[config.mk]
export PLATFORM = sky130hd
export DESIGN_NAME = conv_1st_ofm_arb
export DESIGN_NICKNAME = d
export VERILOG_FILES = /design/src/rtl/conv_1st_ofm_arb.sv
export SDC_FILE = /design/constraint.sdc
export NUM_CORES = 1
export LEC_CHECK = 0
export CAP_MARGIN = 15
export CORE_ASPECT_RATIO = 0.7
export CORE_MARGIN = 4
export CORE_UTILIZATION = 54
export DETAILED_ROUTE_END_ITERATION = 10
export PLACE_DENSITY = 0.92
export SYNTH_ARGS = -nofsm -noshare
export SYNTH_HDL_FRONTEND = slang
export SYNTH_SLANG_ARGS = --single-unit
[constraint.sdc]
create_clock -name clk -period 6.54 [get_ports clk]
set_input_delay 1.308 -clock clk [delete_from_list [all_inputs] [get_ports clk]]
set_output_delay 1.308 -clock clk [all_outputs]
set_load 0.1 [all_outputs]
[src/rtl/conv_1st_ofm_arb.sv]
// First-layer OFM writeback: result FIFO plus WR/RD arbiter on one single-port SRAM.
// Writes go out the cycle after the strobe when uncontested; results are never stalled, and overflow is flagged.

module conv_1st_ofm_fifo #(
  parameter int W     = 16,
  parameter int DEPTH = 4
) (
  input  logic                       clk,
  input  logic                       rst_n,
  input  logic                       clr,
  input  logic                       push,
  input  logic                       pop,
  input  logic [W-1:0]               din,
  output logic [W-1:0]               head,
  output logic [$clog2(DEPTH):0]     cnt
);
  localparam int PW = $clog2(DEPTH);
  localparam int CW = PW + 1;

  logic [W-1:0]  mem_q [DEPTH];
  logic [W-1:0]  mem_d [DEPTH];
  logic [PW-1:0] wptr_q, wptr_d;
  logic [PW-1:0] rptr_q, rptr_d;
  logic [CW-1:0] cnt_q, cnt_d;

  // The caller only pushes when space exists and only pops when non-empty.
  always_comb begin
    mem_d  = mem_q;
    wptr_d = wptr_q;
    rptr_d = rptr_q;
    cnt_d  = cnt_q;
    if (clr) begin
      wptr_d = '0;
      rptr_d = '0;
      cnt_d  = '0;
    end else begin
      if (push) begin
        mem_d[wptr_q] = din;
        wptr_d        = wptr_q + PW'(1);
      end
      if (pop) begin
        rptr_d = rptr_q + PW'(1);
      end
      case ({push, pop})
        2'b10:   cnt_d = cnt_q + CW'(1);
        2'b01:   cnt_d = cnt_q - CW'(1);
        default: cnt_d = cnt_q;
      endcase
    end
  end

  always_ff @(posedge clk or negedge rst_n) begin
    if (!rst_n) begin
      for (int i = 0; i < DEPTH; i++) mem_q[i] <= '0;
      wptr_q <= '0;
      rptr_q <= '0;
      cnt_q  <= '0;
    end else begin
      for (int i = 0; i < DEPTH; i++) mem_q[i] <= mem_d[i];
      wptr_q <= wptr_d;
      rptr_q <= rptr_d;
      cnt_q  <= cnt_d;
    end
  end

  assign head = mem_q[rptr_q];
  assign cnt  = cnt_q;

endmodule

module conv_1st_ofm_arb #(
  parameter int DATA_W     = 16,
  parameter int AW         = 11,
  parameter int FRAME_LEN  = 2048,
  parameter int FIFO_DEPTH = 4
) (
  input  logic                          clk,
  input  logic                          rst_n,
  input  logic                          res_valid,
  input  logic [DATA_W-1:0]             res_data,
  input  logic                          clr,
  input  logic                          rd_req,
  input  logic [AW-1:0]                 rd_addr,
  output logic                          rd_gnt,
  output logic                          rd_valid,
  output logic [DATA_W-1:0]             rd_data,
  output logic                          mem_en,
  output logic                          mem_we,
  output logic [AW-1:0]                 mem_addr,
  output logic [DATA_W-1:0]             mem_wdata,
  input  logic [DATA_W-1:0]             mem_rdata,
  output logic [$clog2(FIFO_DEPTH):0]   fifo_cnt,
  output logic                          frame_done,
  output logic                          ovf
);
  localparam int CW = $clog2(FIFO_DEPTH) + 1;
  localparam logic [AW-1:0] LAST_ADDR = AW'(FRAME_LEN - 1);
  localparam logic [CW-1:0] DEPTH_C   = CW'(FIFO_DEPTH);
  localparam logic [CW-1:0] URGENT_C  = CW'(FIFO_DEPTH - 1);

  typedef enum logic {GNT_WR = 1'b0, GNT_RD = 1'b1} gnt_e;

  gnt_e              last_gnt_q, last_gnt_d;
  logic [AW-1:0]     wr_addr_q, wr_addr_d;
  logic              rd_valid_q, rd_valid_d;
  logic              frame_done_q, frame_done_d;
  logic              ovf_q, ovf_d;

  logic [CW-1:0]     cnt_w;
  logic [DATA_W-1:0] head_w;
  logic              wr_cand;
  logic              rd_cand;
  logic              wr_win;
  logic              rd_win;
  logic              full;
  logic              push;

  conv_1st_ofm_fifo #(
    .W     (DATA_W),
    .DEPTH (FIFO_DEPTH)
  ) u_fifo (
    .clk   (clk),
    .rst_n (rst_n),
    .clr   (clr),
    .push  (push),
    .pop   (wr_win),
    .din   (res_data),
    .head  (head_w),
    .cnt   (cnt_w)
  );

  // A nearly full FIFO overrides round robin, so occupancy normally stays below
  // FIFO_DEPTH; ovf remains as a sticky safety net.
  always_comb begin
    wr_cand = (cnt_w != '0) && !clr;
    rd_cand = rd_req;
    wr_win  = wr_cand && (!rd_cand || (cnt_w >= URGENT_C) || (last_gnt_q == GNT_RD));
    rd_win  = rd_cand && !wr_win;
    full    = (cnt_w >= DEPTH_C);
    push    = res_valid && !clr && (!full || wr_win);
  end

  always_comb begin
    last_gnt_d   = last_gnt_q;
    wr_addr_d    = wr_addr_q;
    ovf_d        = ovf_q;
    rd_valid_d   = rd_win;
    frame_done_d = wr_win && (wr_addr_q == LAST_ADDR);
    if (wr_win) begin
      last_gnt_d = GNT_WR;
    end else if (rd_win) begin
      last_gnt_d = GNT_RD;
    end
    if (clr) begin
      wr_addr_d = '0;
      ovf_d     = 1'b0;
    end else begin
      if (wr_win) begin
        wr_addr_d = (wr_addr_q == LAST_ADDR) ? '0 : wr_addr_q + AW'(1);
      end
      if (res_valid && full && !wr_win) begin
        ovf_d = 1'b1;
      end
    end
  end

  always_ff @(posedge clk or negedge rst_n) begin
    if (!rst_n) begin
      last_gnt_q   <= GNT_WR;
      wr_addr_q    <= '0;
      rd_valid_q   <= 1'b0;
      frame_done_q <= 1'b0;
      ovf_q        <= 1'b0;
    end else begin
      last_gnt_q   <= last_gnt_d;
      wr_addr_q    <= wr_addr_d;
      rd_valid_q   <= rd_valid_d;
      frame_done_q <= frame_done_d;
      ovf_q        <= ovf_d;
    end
  end

  assign mem_en     = wr_win || rd_win;
  assign mem_we     = wr_win;
  assign mem_addr   = wr_win ? wr_addr_q : rd_addr;
  assign mem_wdata  = head_w;
  assign rd_gnt     = rd_win;
  assign rd_valid   = rd_valid_q;
  assign rd_data    = mem_rdata;
  assign fifo_cnt   = cnt_w;
  assign frame_done = frame_done_q;
  assign ovf        = ovf_q;

endmodule

==> flow_metrics.tcl <==
set metrics [dict create \
    rsz0062_at_grt "no" \
    fin_crit_ns 5.181 \
    synth_warnings 0 \
    synth_cell_types 37 \
    r2r_setup_slack_ns 3.84 \
    gp_congestion 0.9071 \
    max_cap_violations 0 \
    io_pins 100 \
    hp-class "flip-flop to flip-flop" \
    drive_gt1_share_pct 34.48 \
    rows 26 \
    reg2reg_from "u_fifo.cnt[0]$_DFFE_PN0P_" \
    synth-main-ff-cell "dfrtp_1" \
    synth.avg_cell_area_um2 13.23 \
    crit_path_end_kind "output port" \
    final_cells 475 \
    vias 2764 \
    endpoint "mem_en" \
    start_util_pct 57.39 \
    syn2layout_area_growth_pct 20.10 \
    synth_area_um2 4313 \
    tns_ns 0 \
    crit_chain "clkdlybuf4s50_1, nor2b_1, a21o_1, a21o_1, nand2b_1, clkdlybuf4s50_1" \
    synth_edf_count 0 \
    multiInputGateArea_um2 1923 \
    postRouteAntennaNets 0 \
    core_um2 7515 \
    drv_slew 0 \
    critPathLaunchType "primary input" \
    ys_ff_latch 86 \
    postCtsHoldBufs 0 \
    postCtsResizedCells 0 \
    worst_pin_slew_ns 0.9834 \
    critical_path.startpoint "rd_req" \
    cts_made_buffers 9 \
    timing.rr.end "u_fifo.cnt[2]$_DFFE_PN0P_" \
    cts_tree "built" \
    grt_use_total_pct 20.23 \
    regArea_um2 2152 \
    grt_pass1_vias 2823 \
    cts_root_buf "clkbuf_16" \
    clockBufferDepth 2 \
    wl_mm 8.991 \
    power_density_nw_per_um2 515.8 \
    clkSinkCount 86 \
    ys_seq_area_share_pct 49.90 \
    antenna_found_initial 0 \
    dpl.hpwl_mm 6.051 \
    ir_drop_mv 0.4160 \
    grt_pass1_wl_mm 14.56 \
    fmax_mhz 193.0 \
    die-area_um2 9503 \
    p_leak_uw 0.002252 \
    drt-initial-drc-count 205 \
    critical-path-slowest-cell "clkdlybuf4s50_1" \
    die_w_um 114.8 \
    clock_skew_ns 0.006761 \
    wl_per_cell_um 18.93 \
    path_class "primary input to output port" \
    cp_data_arrival_time_ns 3.87 \
    drc 0 \
    status "complete, no violations" \
    die_h_um 82.77 \
    cp.required_ns 5.23 \
    drt-pass1-iter-count 4 \
    max_stage_delay_ns 0.97 \
    relSlewSlack_pct 34.24 \
    syn-num-nets 380 \
    clkLatencyLatePin_ns 0.33 \
    rr_worst_depth 7 \
    place_inst 458 \
    overflow 0 \
    h-tree-depth 3 \
    async_reset_ff_share_pct 100.0 \
    syn_inst 326 \
    fin_crit_sh_pct 79.23 \
    viasPerCell 5.819 \
    clk_pin_slew_worst_paths_ns 0.06 \
    finalSetupViolCount 0 \
    hold_viol 0 \
    io_buffers 67 \
    crit_fanout 13 \
    diodes 0 \
    nFillCells 549 \
    post-cts-setup-buffers 0 \
    layout.nets 426 \
    grt_max_degree 87 \
]
[critical path, delay by kind of cell]
kind                   cells  cell delay (ns)
AOI/OAI and AO/OA          2             0.74
buffers and inverters      2             1.47
and+or+nand+nor            2             0.35
[worst min path at each step]
| stage | cells after the start | start | end | slack (ns) |
|---|---|---|---|---|
| floorplan | 1 | last_gnt_q$_DFFE_PN0P_ | last_gnt_q$_DFFE_PN0P_ | 0.45 |
| global placement | 1 | last_gnt_q$_DFFE_PN0P_ | last_gnt_q$_DFFE_PN0P_ | 0.47 |
| detailed placement | 1 | last_gnt_q$_DFFE_PN0P_ | last_gnt_q$_DFFE_PN0P_ | 0.48 |
| CTS | 1 | last_gnt_q$_DFFE_PN0P_ | last_gnt_q$_DFFE_PN0P_ | 0.49 |
| global route | 1 | last_gnt_q$_DFFE_PN0P_ | last_gnt_q$_DFFE_PN0P_ | 0.51 |
| finish | 1 | last_gnt_q$_DFFE_PN0P_ | last_gnt_q$_DFFE_PN0P_ | 0.48 |
[metrics by stage]
stage          total power [uW]  util (%)  worst slack [ns]  area, um^2  hold WS (ns)
6_report                   2672     68.93             1.359        5180        0.4839
5_1_grt                    2783     68.93             1.224        5180        0.5066
4_1_cts                    2689     68.56             1.364        5152        0.4902
3_5_place_dp               2215     64.90             1.369        4877        0.4760
3_3_place_gp               2180     64.90             1.417        4877        0.4666
2_1_floorplan              1960         -             2.400        4313        0.4516
[flip-flops by register name (all words and copies together) (netlist names)]
signal         cells
wr_addr_q         11
frame_done         1
rd_valid           1
ovf                1
u_fifo.cnt         3
last_gnt_q         1
u_fifo.wptr_q      2
u_fifo.mem_q      64
u_fifo.rptr_q      2
[cells in the mapped netlist, types with 2 or more instances]
cell | n | share of area [%]
dfrtp_1 | 86 | 50
mux2_2 | 78 | 20
buf_4 | 16 | 2.8
mux4_2 | 16 | 8.4
nor2_1 | 14 | 1.2
nand3_1 | 11 | 1.3
clkbuf_1 | 10 | 0.87
nor2b_1 | 10 | 1.5
nand2_1 | 8 | 0.70
a21oi_1 | 7 | 0.81
buf_2 | 7 | 0.81
o21ai_0 | 6 | 0.70
a31oi_1 | 5 | 0.73
ha_1 | 5 | 1.5
inv_1 | 5 | 0.44
and3_1 | 4 | 0.58
mux2_4 | 4 | 1.4
nor3_1 | 4 | 0.46
a21o_1 | 3 | 0.52
nand2b_1 | 3 | 0.44
o211ai_1 | 3 | 0.52
and2_1 | 2 | 0.29
buf_6 | 2 | 0.52
mux2i_1 | 2 | 0.46
nand4_1 | 2 | 0.29
o2111ai_1 | 2 | 0.41
[cells in the final DEF, fill, tap and decap left out, types with 2 or more instances in the layout]
| cell | count |
|---|---|
| nand4_1 | 2 |
| nand3_1 | 11 |
| and3_1 | 4 |
| clkbuf_16 | 9 |
| clkdlybuf4s50_1 | 54 |
| clkinv_4 | 2 |
| nand2_1 | 8 |
| buf_4 | 16 |
| and2_1 | 2 |
| mux2_2 | 78 |
| nor2_1 | 14 |
| o2111ai_1 | 2 |
| mux2_4 | 4 |
| inv_1 | 5 |
| clkinvlp_4 | 2 |
| mux2i_1 | 2 |
| a21oi_1 | 7 |
| a21o_1 | 3 |
| mux4_2 | 16 |
| a31oi_1 | 5 |
| nor2b_1 | 10 |
| nand2b_1 | 3 |
| dfrtp_1 | 86 |
| o211ai_1 | 3 |
| ha_1 | 5 |
| o21ai_0 | 6 |
| nor3_1 | 4 |
[power by group]
part | internal (uW) | total [uW] | switching (uW)
logic | 448 | 1420 | 972
clock network | 259 | 466 | 207
registers | 670 | 786 | 116
[per-layer routing]
metal / track usage [%] / share of wire, %
met2: 33.57 / 49
met4: 4.924 / 0.80
met1: 26.91 / 45
met5: 0 / 0
met3: 5.580 / 5.7
[cell families (layout without fill, tap and decap cells)]
family          Yosys count  in the layout  synth area share, %
xor+xnor                  1              1               0.2031
fa+ha+maj                 6              6                1.915
flops                    86             86                49.90
compound gates           31             31                4.671
simple gates             61             61                7.224
buf+inv                  41             92                5.512
mux                     100            100                30.58
[cell type report]
| class | instances | share of cell area [%] |
|---|---|---|
| clock buffers | 10 | 4.420 |
| clock inverters | 6 | 0.8937 |
| inverters | 5 | 0.3623 |
| multi-input cells | 199 | 37.13 |
| flip-flops and latches | 86 | 41.55 |
| well taps | 98 | 2.367 |
| repair buffers | 71 | 13.29 |
No activity file was read; power rests on OpenSTA's default activity.
